File: src/rtl/bufrot_ctrl.sv
`default_nettype none
// +-----------------------------------------------------------------------------+
// | Module   : bufrot_ctrl                                                      |
// | Purpose  : Rotates ping/pang/pung buffers through snooper, CPU filter and   |
// |            forwarder in strict packet order; tracks per-buffer length.      |
// | Revision : 1.0  initial release                                             |
// +-----------------------------------------------------------------------------+
module bufrot_ctrl #(
    parameter int LEN_WIDTH = 10
) (
    input  logic                 clk,
    input  logic                 rst_n,
    input  logic                 sn_done,
    input  logic [LEN_WIDTH-1:0] sn_len,
    input  logic                 cpu_acc,
    input  logic                 cpu_rej,
    input  logic                 fwd_done,
    output logic [1:0]           sn_sel,
    output logic [1:0]           cpu_sel,
    output logic [1:0]           fwd_sel,
    output logic                 sn_rdy,
    output logic                 cpu_rdy,
    output logic                 fwd_rdy,
    output logic [LEN_WIDTH-1:0] cpu_len,
    output logic [LEN_WIDTH-1:0] fwd_len
);

    typedef enum logic [2:0] {
        ST_EMPTY    = 3'd0,
        ST_SN       = 3'd1,
        ST_CPU_WAIT = 3'd2,
        ST_CPU      = 3'd3,
        ST_FWD_WAIT = 3'd4,
        ST_FWD      = 3'd5
    } buf_state_e;

    localparam logic [1:0] C_PING = 2'b01;

    buf_state_e           bstate_q [3];
    buf_state_e           bstate_d [3];
    logic [LEN_WIDTH-1:0] blen_q   [3];
    logic [LEN_WIDTH-1:0] blen_d   [3];
    logic [2:0]           drop_q, drop_d;
    logic [1:0]           sn_ptr_q, sn_ptr_d, cpu_ptr_q, cpu_ptr_d, fwd_ptr_q, fwd_ptr_d;
    logic [1:0]           sn_sel_q, sn_sel_d, cpu_sel_q, cpu_sel_d, fwd_sel_q, fwd_sel_d;
    logic                 sn_rdy_q, sn_rdy_d, cpu_rdy_q, cpu_rdy_d, fwd_rdy_q, fwd_rdy_d;
    logic [LEN_WIDTH-1:0] cpu_len_q, cpu_len_d, fwd_len_q, fwd_len_d;
    logic                 start_q, start_d;
    logic [1:0]           sn_idx, cpu_idx, fwd_idx;

    function automatic logic [1:0] ptr_next(input logic [1:0] p);
        case (p)
            2'b01:   ptr_next = 2'b10;
            2'b10:   ptr_next = 2'b11;
            default: ptr_next = 2'b01;
        endcase
    endfunction

    // Pointers hold 01..11, so subtracting one gives the buffer array index.
    assign sn_idx  = sn_ptr_q  - 2'd1;
    assign cpu_idx = cpu_ptr_q - 2'd1;
    assign fwd_idx = fwd_ptr_q - 2'd1;

    always_comb begin
        bstate_d  = bstate_q;
        blen_d    = blen_q;
        drop_d    = drop_q;
        sn_ptr_d  = sn_ptr_q;
        cpu_ptr_d = cpu_ptr_q;
        fwd_ptr_d = fwd_ptr_q;
        sn_sel_d  = sn_sel_q;
        cpu_sel_d = cpu_sel_q;
        fwd_sel_d = fwd_sel_q;
        sn_rdy_d  = sn_rdy_q;
        cpu_rdy_d = cpu_rdy_q;
        fwd_rdy_d = fwd_rdy_q;
        cpu_len_d = cpu_len_q;
        fwd_len_d = fwd_len_q;
        start_d   = 1'b1;

        // Snooper: a zero-length packet frees the buffer without advancing.
        if (sn_rdy_q) begin
            if (sn_done) begin
                sn_sel_d = 2'b00;
                sn_rdy_d = 1'b0;
                if (sn_len == '0) begin
                    bstate_d[sn_idx] = ST_EMPTY;
                end else begin
                    bstate_d[sn_idx] = ST_CPU_WAIT;
                    blen_d[sn_idx]   = sn_len;
                    sn_ptr_d         = ptr_next(sn_ptr_q);
                end
            end
        end else if (start_q && bstate_q[sn_idx] == ST_EMPTY) begin
            bstate_d[sn_idx] = ST_SN;
            sn_sel_d         = sn_ptr_q;
            sn_rdy_d         = 1'b1;
        end

        // CPU: reject takes priority over accept.
        if (cpu_rdy_q) begin
            if (cpu_rej || cpu_acc) begin
                bstate_d[cpu_idx] = ST_FWD_WAIT;
                drop_d[cpu_idx]   = cpu_rej;
                cpu_sel_d         = 2'b00;
                cpu_rdy_d         = 1'b0;
                cpu_len_d         = '0;
                cpu_ptr_d         = ptr_next(cpu_ptr_q);
            end
        end else if (start_q && bstate_q[cpu_idx] == ST_CPU_WAIT) begin
            bstate_d[cpu_idx] = ST_CPU;
            cpu_sel_d         = cpu_ptr_q;
            cpu_rdy_d         = 1'b1;
            cpu_len_d         = blen_q[cpu_idx];
        end

        // Forwarder: dropped buffers are retired in place so order is kept.
        if (fwd_rdy_q) begin
            if (fwd_done) begin
                bstate_d[fwd_idx] = ST_EMPTY;
                fwd_sel_d         = 2'b00;
                fwd_rdy_d         = 1'b0;
                fwd_len_d         = '0;
                fwd_ptr_d         = ptr_next(fwd_ptr_q);
            end
        end else if (start_q && bstate_q[fwd_idx] == ST_FWD_WAIT) begin
            if (drop_q[fwd_idx]) begin
                bstate_d[fwd_idx] = ST_EMPTY;
                drop_d[fwd_idx]   = 1'b0;
                fwd_ptr_d         = ptr_next(fwd_ptr_q);
            end else begin
                bstate_d[fwd_idx] = ST_FWD;
                fwd_sel_d         = fwd_ptr_q;
                fwd_rdy_d         = 1'b1;
                fwd_len_d         = blen_q[fwd_idx];
            end
        end
    end

    always_ff @(posedge clk or negedge rst_n) begin
        if (!rst_n) begin
            for (int i = 0; i < 3; i++) begin
                bstate_q[i] <= ST_EMPTY;
                blen_q[i]   <= '0;
            end
            drop_q    <= 3'b000;
            sn_ptr_q  <= C_PING;
            cpu_ptr_q <= C_PING;
            fwd_ptr_q <= C_PING;
            sn_sel_q  <= 2'b00;
            cpu_sel_q <= 2'b00;
            fwd_sel_q <= 2'b00;
            sn_rdy_q  <= 1'b0;
            cpu_rdy_q <= 1'b0;
            fwd_rdy_q <= 1'b0;
            cpu_len_q <= '0;
            fwd_len_q <= '0;
            start_q   <= 1'b0;
        end else begin
            bstate_q  <= bstate_d;
            blen_q    <= blen_d;
            drop_q    <= drop_d;
            sn_ptr_q  <= sn_ptr_d;
            cpu_ptr_q <= cpu_ptr_d;
            fwd_ptr_q <= fwd_ptr_d;
            sn_sel_q  <= sn_sel_d;
            cpu_sel_q <= cpu_sel_d;
            fwd_sel_q <= fwd_sel_d;
            sn_rdy_q  <= sn_rdy_d;
            cpu_rdy_q <= cpu_rdy_d;
            fwd_rdy_q <= fwd_rdy_d;
            cpu_len_q <= cpu_len_d;
            fwd_len_q <= fwd_len_d;
            start_q   <= start_d;
        end
    end

    assign sn_sel  = sn_sel_q;
    assign cpu_sel = cpu_sel_q;
    assign fwd_sel = fwd_sel_q;
    assign sn_rdy  = sn_rdy_q;
    assign cpu_rdy = cpu_rdy_q;
    assign fwd_rdy = fwd_rdy_q;
    assign cpu_len = cpu_len_q;
    assign fwd_len = fwd_len_q;

endmodule
`default_nettype wire
File: config.mk
export PLATFORM = sky130hd
export DESIGN_NAME = bufrot_ctrl
export DESIGN_NICKNAME = d
export VERILOG_FILES = /design/src/rtl/bufrot_ctrl.sv
export SDC_FILE = /design/constraint.sdc
export NUM_CORES = 1
export LEC_CHECK = 0
export BUFFER_PORTS_ARGS = -buffer_cell sky130_fd_sc_hd__buf_2
export CAP_MARGIN = 5
export CORE_ASPECT_RATIO = 1.5
export CORE_UTILIZATION = 45
export CTS_BUF_LIST = sky130_fd_sc_hd__clkbuf_4 sky130_fd_sc_hd__clkbuf_8
export DETAILED_ROUTE_END_ITERATION = 8
export PLACE_DENSITY_LB_ADDON = 0.1
export SETUP_SLACK_MARGIN = 0.5
export SYNTH_ARGS = -nofsm -noshare
export SYNTH_HDL_FRONTEND = slang
export SYNTH_SLANG_ARGS = --single-unit
File: constraint.sdc
create_clock -name clk -period 8.8 [get_ports clk]
set_input_delay 1.76 -clock clk [delete_from_list [all_inputs] [get_ports clk]]
set_output_delay 1.76 -clock clk [all_outputs]
set_load 0.05 [all_outputs]
==> results of run 1 <==
==> area by class of cell <==
class / instances / area [um2]
Multi-Input combinational cell: 269 / 1924
Clock buffer: 11 / 151.4
Clock inverter: 4 / 70.07
Timing Repair Buffer: 48 / 252.7
Sequential cell: 78 / 1956
Fill cell: 805 / 3975
Inverter: 14 / 52.55
Tap cell: 107 / 133.9
==> placed cells by master (no fill, tap or decap), drive strengths merged, types with 4 or more instances in the layout <==
cell / n
a21oi: 32
a31oi: 4
and2: 8
buf: 48
clkbuf: 11
dfrtp: 75
ha: 12
inv: 14
mux2: 41
mux2i: 26
nand2: 28
nand3: 17
nor2: 36
nor3: 4
o21ai: 24
==> state kept, by name (all words and copies together), names as in the netlist, 2 cells and up <==
name	flops
blen_q	30
bstate_q	9
cpu_len	10
cpu_ptr_q	2
cpu_sel	2
drop_q	3
fwd_len	10
fwd_ptr_q	2
fwd_sel	2
sn_ptr_q	2
sn_sel	2
==> cell families (layout without fill, tap and decap cells) <==
| logic type | Yosys count | count (layout) | synth area share |
|---|---|---|---|
| other | 1 | 1 | 0.0009346 |
| multiplexers | 67 | 67 | 0.1893 |
| AO/OA/AOI/OAI | 82 | 82 | 0.1257 |
| adder cells (fa/ha/maj) | 12 | 12 | 0.03742 |
| flip-flops | 78 | 78 | 0.4874 |
| AND/OR/NAND/NOR | 107 | 107 | 0.1263 |
| buffers and inverters | 33 | 77 | 0.03305 |
==> worst max-delay path, delay by kind of cell (launching register included) <==
| family | cells | cell delay, ps |
|---|---|---|
| simple gates | 2 | 630 |
| buf+inv | 1 | 160 |
| compound gates | 2 | 790 |
| mux | 1 | 410 |
| flops | 1 | 830 |
| fa+ha+maj | 1 | 630 |
==> power groups by stage <==
| stage | combinational [mW] | sequential [mW] | clock, mW |
|---|---|---|---|
| 2_1_floorplan | 0.630 | 0.800 | 0 |
| 6_report | 0.978 | 0.696 | 0.304 |
| 4_1_cts | 0.989 | 0.696 | 0.309 |
| 5_1_grt | 1.06 | 0.716 | 0.321 |
| 3_5_place_dp | 0.986 | 0.702 | 0 |
| 3_3_place_gp | 0.971 | 0.698 | 0 |
==> per-layer routing <==
metal  vias up  global-route usage  wire (um)
met4         0              0.1330        468
met3        30             0.04884        330
met2        71              0.3809       5184
met5         -                   0          0
met1      1500              0.2451       3903
li1       1428                   -          -
==> stage by stage <==
step,instance area [um2],std cells,utilization
3_3_place_gp,4319,516,0.5072
5_1_grt,4541,531,0.5332
2_1_floorplan,4013,380,-
3_5_place_dp,4319,516,0.5072
4_1_cts,4541,531,0.5332
6_report,4541,531,0.5332
==> worst max path at each step <==
stage | startpoint | end | slack, ps
2_1_floorplan | fwd_ptr_q[0]$_DFFE_PN1P_ | fwd_len[2]$_DFFE_PN0P_ | 5600
3_3_place_gp | sn_len[5] | bstate_q[1]$_DFF_PN0_ | 5220
3_5_place_dp | sn_len[5] | bstate_q[1]$_DFF_PN0_ | 5170
4_1_cts | fwd_ptr_q[0]$_DFFE_PN1P_ | fwd_len[1]$_DFFE_PN0P_ | 5200
5_1_grt | fwd_ptr_q[0]$_DFFE_PN1P_ | fwd_len[1]$_DFFE_PN0P_ | 4990
6_report | fwd_ptr_q[0]$_DFFE_PN1P_ | fwd_len[1]$_DFFE_PN0P_ | 5220
==> summary.md, run 1 <==
| Metric | Value |
|---|---|
| Drt drc | `0` |
| 1st-iter DRT viols | `141` |
| Final slew viol count | `0` |
| Post-DP HPWL | `a little over 7000 um` |
| Setup crit start kind | `register` |
| Critical R2R Capture | `fwd_len[1]$_DFFE_PN0P_` |
| Min-Delay Path Class | `reg -> reg` |
| N_diodes | `0` |
| # clock sinks | `78` |
| Status | `completed` |
| Async S/R FF share, synth | `1.000` |
| Peak supply drop | `0.1763 mV` |
| Boundary Pins | `45` |
| Number of flops mapped to enable cells by yosys | `0` |
| Mean Syn Cell Area | `approximately 11 um2` |
| Setup Crit Path Kind | `reg -> reg` |
| Fin crit share | `0.4064` |
| H-tree Lvls | `3` |
| Area grow syn2layout | `13.16%` |
| Number of setup violations in the final report | `0` |
| Top cells by count, synth | `dfrtp_1, nor2_1, a21oi_1, mux2_2, nand2_1` |
| Wire length of the first global-routing pass | `between 15000 and 20000 um` |
| Max Freq | `279.6 MHz` |
| Die area | `0.009306 mm2` |
| Lkg Pwr | `~2.2 nW` |
| Critical-path cell list | `inv_1 -> ha_1 -> and2_1 -> a2bb2oi_1 -> nor3b_4 -> a21oi_2 -> mux2_2` |
| Psw | `approximately 900 uW` |
| Number of global-route vias before repair | `3095` |
| Register bit total from synthesis | `between 70 and 80` |
| RSZ-0062 raised after global routing | `false` |
| PwrDens | `435.7 mW/mm2` |
| Synthesized cell area | `approximately 0.0040 mm2` |
| Clock Power Share | `0.154` |
| Routability cong. | `between 0.9 and 1` |
| Yosys warning count | `0` |
| R2R Setup Slk | `~5200 ps` |
| Layout cell share with drive strength beyond 1 | `0.2594` |
| WP data required | `around 9100 ps` |
| Overflow left after global routing | `0` |
| Mapped Cells | `380` |
| Leading area contributor after synthesis | `dfrtp_1` |
| Clk slew on worst S/H paths | `80 ps` |
| Seq pwr share | `0.352` |
| Largest cells by area after synthesis | `dfrtp_1, mux2_2, mux2i_1` |
| ANT nets after route | `0` |
| WL/cell | `approximately 19 um` |
| Port bufs | `44` |
| Post-CTS Setup Inserts | `0` |
| DR vias | `roughly 3000` |
| GRT Util Overall | `0.2222` |
| Clock buffer depth | `2` |
| Measured slew at the worst slew-check pin | `~1000 ps` |
| Critical Path AT | `~3800 ps` |
| FF-to-FF Start | `fwd_ptr_q[0]$_DFFE_PN1P_` |
| Top cell type's share of synthesized area | `0.4677` |
| Largest net degree at the start of global routing | `79` |
| Final worst slack | `between 5000 and 6000 ps` |
| Wirelength, routed | `approximately 10000 um` |
| Crit-path slowest cell | `dfstp_2` |
| Root Driver | `clkbuf_8` |
| Die width | `between 70 and 80 um` |
| Tot Pwr | `between 1.5 and 2 mW` |
| Final hold vios | `0` |
| Core ar. | `0.008516 mm2` |
| Hold Buf Count CTS | `0` |
| Maxcap violations | `0` |
| Clock latency on the worst-skew pair | `360 ps` |
| Post-CTS sizing | `0` |
| Hold Path Depth | `2` |
| Crit Path Max Fanout | `18` |
| Crit-path max cell delay | `slightly above 800 ps` |
| Hold_sp | `cpu_len[7]$_DFFE_PN0P_` |
| P_int | `1.082 mW` |
| Reg2reg path depth | `7` |
| DP Worst Slack | `roughly 5200 ps` |
| Worst hold slack | `504.3 ps` |
| Net Sw Frac | `0.4529` |
| Synth unique cells | `42` |
| Rows | `~40` |
| Post-synthesis sequential area ratio | `0.4874` |
| Clock skew after layout | `between 7 and 8 ps` |
| Hold endpoint | `cpu_len[7]$_DFFE_PN0P_` |
| Syn Nets | `408` |
| Antenna violations before repair | `0` |
| Fin nets | `448` |
| Initial Util | `0.4712` |
| Crit path time final | `about 3600 ps` |
| Crit end category | `register` |
| Slew margin rel. | `0.3091` |
| Drt first pass iters | `4` |
| Post-synth top flop | `dfrtp_1` |
| Vias per cell | `between 5 and 6` |
| Die Ht | `roughly 120 um` |
| Combinational share of power | `0.494` |
| Most frequent cell after synthesis | `dfrtp_1` |
| Fin Setup TNS | `0 ps` |
| Cts bufs inserted | `9` |
| TritonCTS clock tree | `yes` |
(Power assumes the default switching activity.)
==> inputs of run 2 (changes only) <==
==> constraint.sdc (replaced) <==
create_clock -name clk -period 3.1 [get_ports clk]
set_input_delay 0.62 -clock clk [delete_from_list [all_inputs] [get_ports clk]]
set_output_delay 0.62 -clock clk [all_outputs]
set_load 0.05 [all_outputs]
==> summary.md, run 2 (synthesized netlist as in run 1, its figures left out) <==
| Metric | Value |
|---|---|
| Largest reg by FF count | `blen_q (unchanged)` |
| Fin crit share | `0.8005 (was 0.4064)` |
| Antenna violations before repair | `0 (unchanged)` |
| H-tree Lvls | `3 (unchanged)` |
| Rows | `41 (unchanged)` |
| GRT Util Overall | `0.2272 (was 0.2222)` |
| # clock sinks | `78 (unchanged)` |
| DP Worst Slack | `504.4 ps (was 5169 ps)` |
| Root Driver | `clkbuf_8 (unchanged)` |
| Clock skew after layout | `8.158 ps (was 7.552 ps)` |
| RSZ-0062 raised after global routing | `false (unchanged)` |
| N_diodes | `0 (unchanged)` |
| Setup crit start kind | `register (unchanged)` |
| Reg2reg path depth | `8 (was 7)` |
| Final hold vios | `0 (unchanged)` |
| Number of setup violations in the final report | `0 (unchanged)` |
| Die width | `79.10 um (unchanged)` |
| Hold Buf Count CTS | `0 (unchanged)` |
| Core ar. | `0.008516 mm2 (unchanged)` |
| Wirelength, routed | `9904 um (was 9886 um)` |
| Crit path time final | `2482 ps (was 3577 ps)` |
| Fin Setup TNS | `0 ps (unchanged)` |
| Largest net degree at the start of global routing | `79 (unchanged)` |
| Final worst slack | `618.3 ps (was 5223 ps)` |
| Met2 WL | `5428 um (was 5184 um)` |
| Max FFs per register | `30 (unchanged)` |
| Tot Pwr | `5.942 mW (was 1.978 mW)` |
| Crit Path Max Fanout | `9 (was 18)` |
| PwrDens | `1262 mW/mm2 (was 435.7 mW/mm2)` |
| Slew margin rel. | `0.3300 (was 0.3091)` |
| DR vias | `3086 (was 3029)` |
| Cts bufs inserted | `9 (unchanged)` |
| Lkg Pwr | `2.323 nW (was 2.245 nW)` |
| FF-to-FF Start | `sn_ptr_q[0]$_DFFE_PN1P_ (was fwd_ptr_q[0]$_DFFE_PN1P_)` |
| Status | `completed (unchanged)` |
| P_int | `3.321 mW (was 1.082 mW)` |
| Final slew viol count | `0 (unchanged)` |
| Layout cell share with drive strength beyond 1 | `0.2890 (was 0.2594)` |
| Metal-1 WL | `3945 um (was 3903 um)` |
| Boundary Pins | `45 (unchanged)` |
| Commonest cells after routing, fill and taps aside | `dfrtp_1, buf_2, nor2_1 (unchanged)` |
| Psw | `2.621 mW (was 896.0 uW)` |
| Top Metal Used | `met4 (unchanged)` |
| Seq pwr share | `0.316 (was 0.352)` |
| Critical R2R Capture | `bstate_q[5]$_DFF_PN0_ (was fwd_len[1]$_DFFE_PN0P_)` |
| Min-Delay Path Class | `in -> async (was reg -> reg)` |
| Setup Crit Path Kind | `reg -> reg (unchanged)` |
| Measured slew at the worst slew-check pin | `1005 ps (was 1029 ps)` |
| Routed wire length on met3 | `231 um (was 330 um)` |
| Drt first pass iters | `4 (unchanged)` |
| Net Sw Frac | `0.4411 (was 0.4529)` |
| Combinational share of power | `0.512 (was 0.494)` |
| Clock buffer depth | `2 (unchanged)` |
| Die Ht | `117.7 um (unchanged)` |
| Drt drc | `0 (unchanged)` |
| Clk slew on worst S/H paths | `90 ps (was 80 ps)` |
| # fillers | `797 (was 805)` |
| Peak supply drop | `0.5474 mV (was 0.1763 mV)` |
| Clock latency on the worst-skew pair | `350 ps (was 360 ps)` |
| Maxcap violations | `0 (unchanged)` |
| Clock Power Share | `0.172 (was 0.154)` |
| Initial Util | `0.4712 (unchanged)` |
| Routability cong. | `0.9034 (was 0.9612)` |
| Post-CTS Setup Inserts | `0 (unchanged)` |
| WL/cell | `18.24 um (was 18.62 um)` |
| Vias per cell | `5.683 (was 5.704)` |
| Number of global-route vias before repair | `3152 (was 3095)` |
| TritonCTS clock tree | `yes (unchanged)` |
| Post-DP HPWL | `7061 um (was 7126 um)` |
| Fin nets | `459 (was 448)` |
| R2R Setup Slk | `620 ps (was 5220 ps)` |
| Overflow left after global routing | `0 (unchanged)` |
| 1st-iter DRT viols | `184 (was 141)` |
| Critical Path AT | `2730 ps (was 3830 ps)` |
| Most common cell after layout, fill and taps aside | `dfrtp_1 (unchanged)` |
| Die area | `0.009306 mm2 (unchanged)` |
| Crit end category | `register (unchanged)` |
| ANT nets after route | `0 (unchanged)` |
| Max Freq | `403.0 MHz (was 279.6 MHz)` |
| Port bufs | `44 (unchanged)` |
| Wire length of the first global-routing pass | `15870 um (was 15400 um)` |
| Area grow syn2layout | `17.37% (was 13.16%)` |
| WP data required | `3350 ps (was 9050 ps)` |
## run 2: cell types whose count changed in the layout (fill, tap and decap cells not counted), moves of 2 or more
cell	previous run	this run
nor4b_1	3	1
clkinv_2	2	0
nor4b_2	0	2
bufinv_16	2	4
clkbuf_8	11	9
buf_4	5	16
## run 2: final cells by class
class | instances | area (um2) | share of cell area
multi-input cells | 269 | 1963 | 0.4168
clock buffers | 9 | 123.9 | 0.02630
inverters | 14 | 52.55 | 0.01116
flip-flops and latches | 78 | 1956 | 0.4153
repair buffers | 59 | 335.3 | 0.07120
clock inverters | 7 | 145.1 | 0.03082
well taps | 107 | 133.9 | 0.02843
## run 2: repair_timing
item	in CTS	in global routing
gates cloned	0	0
endpoints found under the setup margin	2	3
gates resized for setup	1	1
## run 2: power groups by stage
stage	clock network [mW]	registers [mW]	logic, mW
floorplan	0	2.28	1.84
CTS	1.04	1.88	3.06
global route	1.08	1.95	3.31
global placement	0	1.88	3.01
detailed placement	0	1.89	3.05
finish	1.02	1.88	3.04
## run 2: worst max path at each step
stage                             end  slack (ps)                startpoint  cells after the start
2_1_floorplan  cpu_sel[0]$_DFFE_PN0P_         500  cpu_ptr_q[0]$_DFFE_PN1P_                     10
3_3_place_gp   fwd_len[1]$_DFFE_PN0P_         530  fwd_ptr_q[0]$_DFFE_PN1P_                      7
5_1_grt         bstate_q[5]$_DFF_PN0_         490   sn_ptr_q[0]$_DFFE_PN1P_                      8
4_1_cts         bstate_q[5]$_DFF_PN0_         580   sn_ptr_q[0]$_DFFE_PN1P_                      8
6_report        bstate_q[5]$_DFF_PN0_         620   sn_ptr_q[0]$_DFFE_PN1P_                      8
3_5_place_dp   fwd_len[0]$_DFFE_PN0P_         500  fwd_ptr_q[0]$_DFFE_PN1P_                      7
## run 2: critical path, stage by stage, from the launching register on
cell and delay (ps):
dfstp_2 620, inv_1 70, ha_1 320, nor4b_2 200
a21oi_1 80, a2111oi_2 400, buf_4 240, o221ai_1 150
a32o_1 290
## run 2: metrics by stage
| step | hold slack, ps | utilization | cells | cell area (um2) |
|---|---|---|---|---|
| floorplan | 324.4 | - | 380 | 4050 |
| global placement | 482.8 | 0.5198 | 527 | 4427 |
| detailed placement | 489.7 | 0.5198 | 527 | 4427 |
| CTS | 459.5 | 0.5523 | 543 | 4703 |
| global route | 494.7 | 0.5530 | 543 | 4710 |
| finish | 433.3 | 0.5530 | 543 | 4710 |
## run 2: per-layer routing
layer / vias up / track usage
li1: 1456 / -
met5: - / 0
met1: 1552 / 0.2601
met3: 19 / 0.04806
met4: 0 / 0.1159
met2: 59 / 0.3901
==> inputs of run 3 (changes only) <==
==> constraint.sdc (replaced) <==
create_clock -name clk -period 2.4 [get_ports clk]
set_input_delay 0.48 -clock clk [delete_from_list [all_inputs] [get_ports clk]]
set_output_delay 0.48 -clock clk [all_outputs]
set_load 0.05 [all_outputs]
==> summary.md, run 3 (synthesized netlist as in run 1, its figures left out) <==
| Metric | Value |
|---|---|
| Status | `completed (unchanged)` |
| ANT nets after route | `0 (unchanged)` |
| Initial Util | `0.4712 (unchanged)` |
| Number of global-route vias before repair | `3260 (was 3152)` |
| Fin util | `0.6269 (was 0.5530)` |
| N_diodes | `0 (unchanged)` |
| Max Freq | `466.9 MHz (was 403.0 MHz)` |
| Peak supply drop | `0.8159 mV (was 0.5474 mV)` |
| Critical Path AT | `2380 ps (was 2730 ps)` |
| Vias per cell | `5.638 (was 5.683)` |
| Die width | `79.10 um (unchanged)` |
| Cts bufs inserted | `9 (unchanged)` |
| Slew margin rel. | `0.6042 (was 0.3300)` |
| Post-DP HPWL | `7291 um (was 7061 um)` |
| Clock buffer depth | `2 (unchanged)` |
| Wire length of the first global-routing pass | `16750 um (was 15870 um)` |
| Core ar. | `0.008516 mm2 (unchanged)` |
| Crit path time final | `2142 ps (was 2482 ps)` |
| Drt first pass iters | `4 (unchanged)` |
| TritonCTS clock tree | `yes (unchanged)` |
| Routability cong. | `0.9107 (was 0.9034)` |
| WL/cell | `18.98 um (was 18.24 um)` |
| Combinational share of power | `0.603 (was 0.512)` |
| Drt drc | `0 (unchanged)` |
| Die Ht | `117.7 um (unchanged)` |
| Fin Setup TNS | `0 ps (unchanged)` |
| Critical-path cell list | `or3b_1 -> a211o_1 -> nor3b_4 -> a21oi_4 -> buf_6 -> mux2_4 (was inv_1 -> ha_1 -> nor4b_2 -> a21oi_1 -> a2111oi_2 -> buf_4 -> o221ai_1 -> a32o_1)` |
| Clock Power Share | `0.104 (was 0.172)` |
| Largest reg by FF count | `blen_q (unchanged)` |
| GRT Util Overall | `0.2394 (was 0.2272)` |
| DR vias | `3225 (was 3086)` |
| # clock sinks | `78 (unchanged)` |
| Area grow syn2layout | `33.05% (was 17.37%)` |
| Rows | `41 (unchanged)` |
| Layout cell share with drive strength beyond 1 | `0.4430 (was 0.2890)` |
| Setup crit start kind | `register (unchanged)` |
| Die area | `0.009306 mm2 (unchanged)` |
| PwrDens | `1581 mW/mm2 (was 1262 mW/mm2)` |
| Final slew viol count | `0 (unchanged)` |
| Max FFs per register | `30 (unchanged)` |
| Seq pwr share | `0.292 (was 0.316)` |
| H-tree Lvls | `3 (unchanged)` |
| Crit-path max cell delay | `440 ps (was 620 ps)` |
| Largest net degree at the start of global routing | `41 (was 79)` |
| P_int | `4.622 mW (was 3.321 mW)` |
| Maxcap violations | `0 (unchanged)` |
| Most common cell after layout, fill and taps aside | `dfrtp_1 (unchanged)` |
| RSZ-0062 raised after global routing | `true (was false)` |
| Clock skew after layout | `13.55 ps (was 8.158 ps)` |
| Min-Delay Path Class | `in -> async (unchanged)` |
| Psw | `3.817 mW (was 2.621 mW)` |
| Measured slew at the worst slew-check pin | `591.5 ps (was 1005 ps)` |
| Clk slew on worst S/H paths | `80 ps (was 90 ps)` |
| Setup Crit Path Kind | `reg -> reg (unchanged)` |
| Lkg Pwr | `2.548 nW (was 2.323 nW)` |
| WP data required | `2640 ps (was 3350 ps)` |
| Fin nets | `490 (was 459)` |
| Crit Path Max Fanout | `5 (was 9)` |
| Fin crit share | `0.8925 (was 0.8005)` |
| Root Driver | `clkbuf_8 (unchanged)` |
| Net Sw Frac | `0.4523 (was 0.4411)` |
| Crit end category | `register (unchanged)` |
| Port bufs | `44 (unchanged)` |
| Final instance area | `0.005339 mm2 (was 0.004710 mm2)` |
| 1st-iter DRT viols | `116 (was 184)` |
| DP Area | `0.004638 mm2 (was 0.004427 mm2)` |
| Final hold vios | `0 (unchanged)` |
| Boundary Pins | `45 (unchanged)` |
| Overflow left after global routing | `0 (unchanged)` |
| Wirelength, routed | `10860 um (was 9904 um)` |
| Antenna violations before repair | `0 (unchanged)` |
| Crit-path slowest cell | `or3b_1 (was dfstp_2)` |
| Clock latency on the worst-skew pair | `360 ps (was 350 ps)` |
| Commonest cells after routing, fill and taps aside | `dfrtp_1, buf_2, nor2_1 (unchanged)` |
| Number of setup violations in the final report | `0 (unchanged)` |
-- run 3: cell types whose count changed in the layout (fill, tap and decap cells not counted), sizes merged --
cell	delta
clkinvlp	-1
buf	+29
inv	-2
bufinv	-4
clkinv	+2
clkbuf	+5
-- run 3: path summary, 6_finish.rpt --
kind / start / end / slack, ps / depth (start not counted)
min in group clk: sn_len[2] / blen_q[2]$_DFFE_PN0P_ / 400 / 2
worst max-delay path: bstate_q[0]$_DFF_PN0_ / fwd_len[8]$_DFFE_PN0P_ / 260 / 6
max in group asynchronous: rst_n / fwd_ptr_q[0]$_DFFE_PN1P_ / 1630 / 2
worst min-delay path: rst_n / drop_q[1]$_DFF_PN0_ / 100 / 1
worst max register to register: bstate_q[0]$_DFF_PN0_ / fwd_len[8]$_DFFE_PN0P_ / 260 / 6
worst min register to register: cpu_len[6]$_DFFE_PN0P_ / cpu_len[6]$_DFFE_PN0P_ / 500 / 2
-- run 3: cell type report --
| type | count | area, um2 |
|---|---|---|
| Clock buffer | 12 | 152.6 |
| Clock inverter | 2 | 10.01 |
| Fill cell | 721 | 3177 |
| Inverter | 14 | 60.06 |
| Multi-Input combinational cell | 269 | 2312 |
| Sequential cell | 78 | 1958 |
| Tap cell | 107 | 133.9 |
| Timing Repair Buffer | 90 | 711.9 |
-- run 3: routing by layer --
layer  share of wire  track usage
met5               0            0
met1            0.38       0.2618
met3           0.029      0.04419
met4           0.036       0.1091
met2            0.55       0.4348
-- run 3: power groups by stage --
stage / sequential, mW / clock, mW / combinational [mW]
final: 2.47 / 0.882 / 5.09
after global routing: 2.55 / 0.954 / 5.45
after CTS: 2.45 / 0.898 / 4.58
after detailed placement: 2.46 / 0 / 4.30
after global placement: 2.45 / 0 / 4.21
after floorplan: 2.99 / 0 / 2.71
-- run 3: through the flow --
step | hold slack, ps | instances | setup slack (ps) | power [mW]
floorplan | 184.4 | 380 | -10.80 | 5.698
global placement | 489.2 | 533 | -49.70 | 6.653
detailed placement | 491.6 | 533 | -108.4 | 6.758
CTS | 110.7 | 559 | 255.1 | 7.928
global route | 131.8 | 572 | 184.6 | 8.955
finish | 96.95 | 572 | 258.0 | 8.439
-- run 3: worst max-delay path, delay by kind of cell (launching register included) --
family | cells | cell delay (ps)
AND/OR/NAND/NOR | 2 | 700
flip-flops | 1 | 430
buffers and inverters | 1 | 150
AO/OA/AOI/OAI | 2 | 440
multiplexers | 1 | 290
-- run 3: timing repair --
item	CTS	global route
pin swaps	13	18
gates cloned	2	2
endpoints found under the setup margin	61	71
setup buffers	10	11
hold buffers	0	0
gates resized for setup	32	42
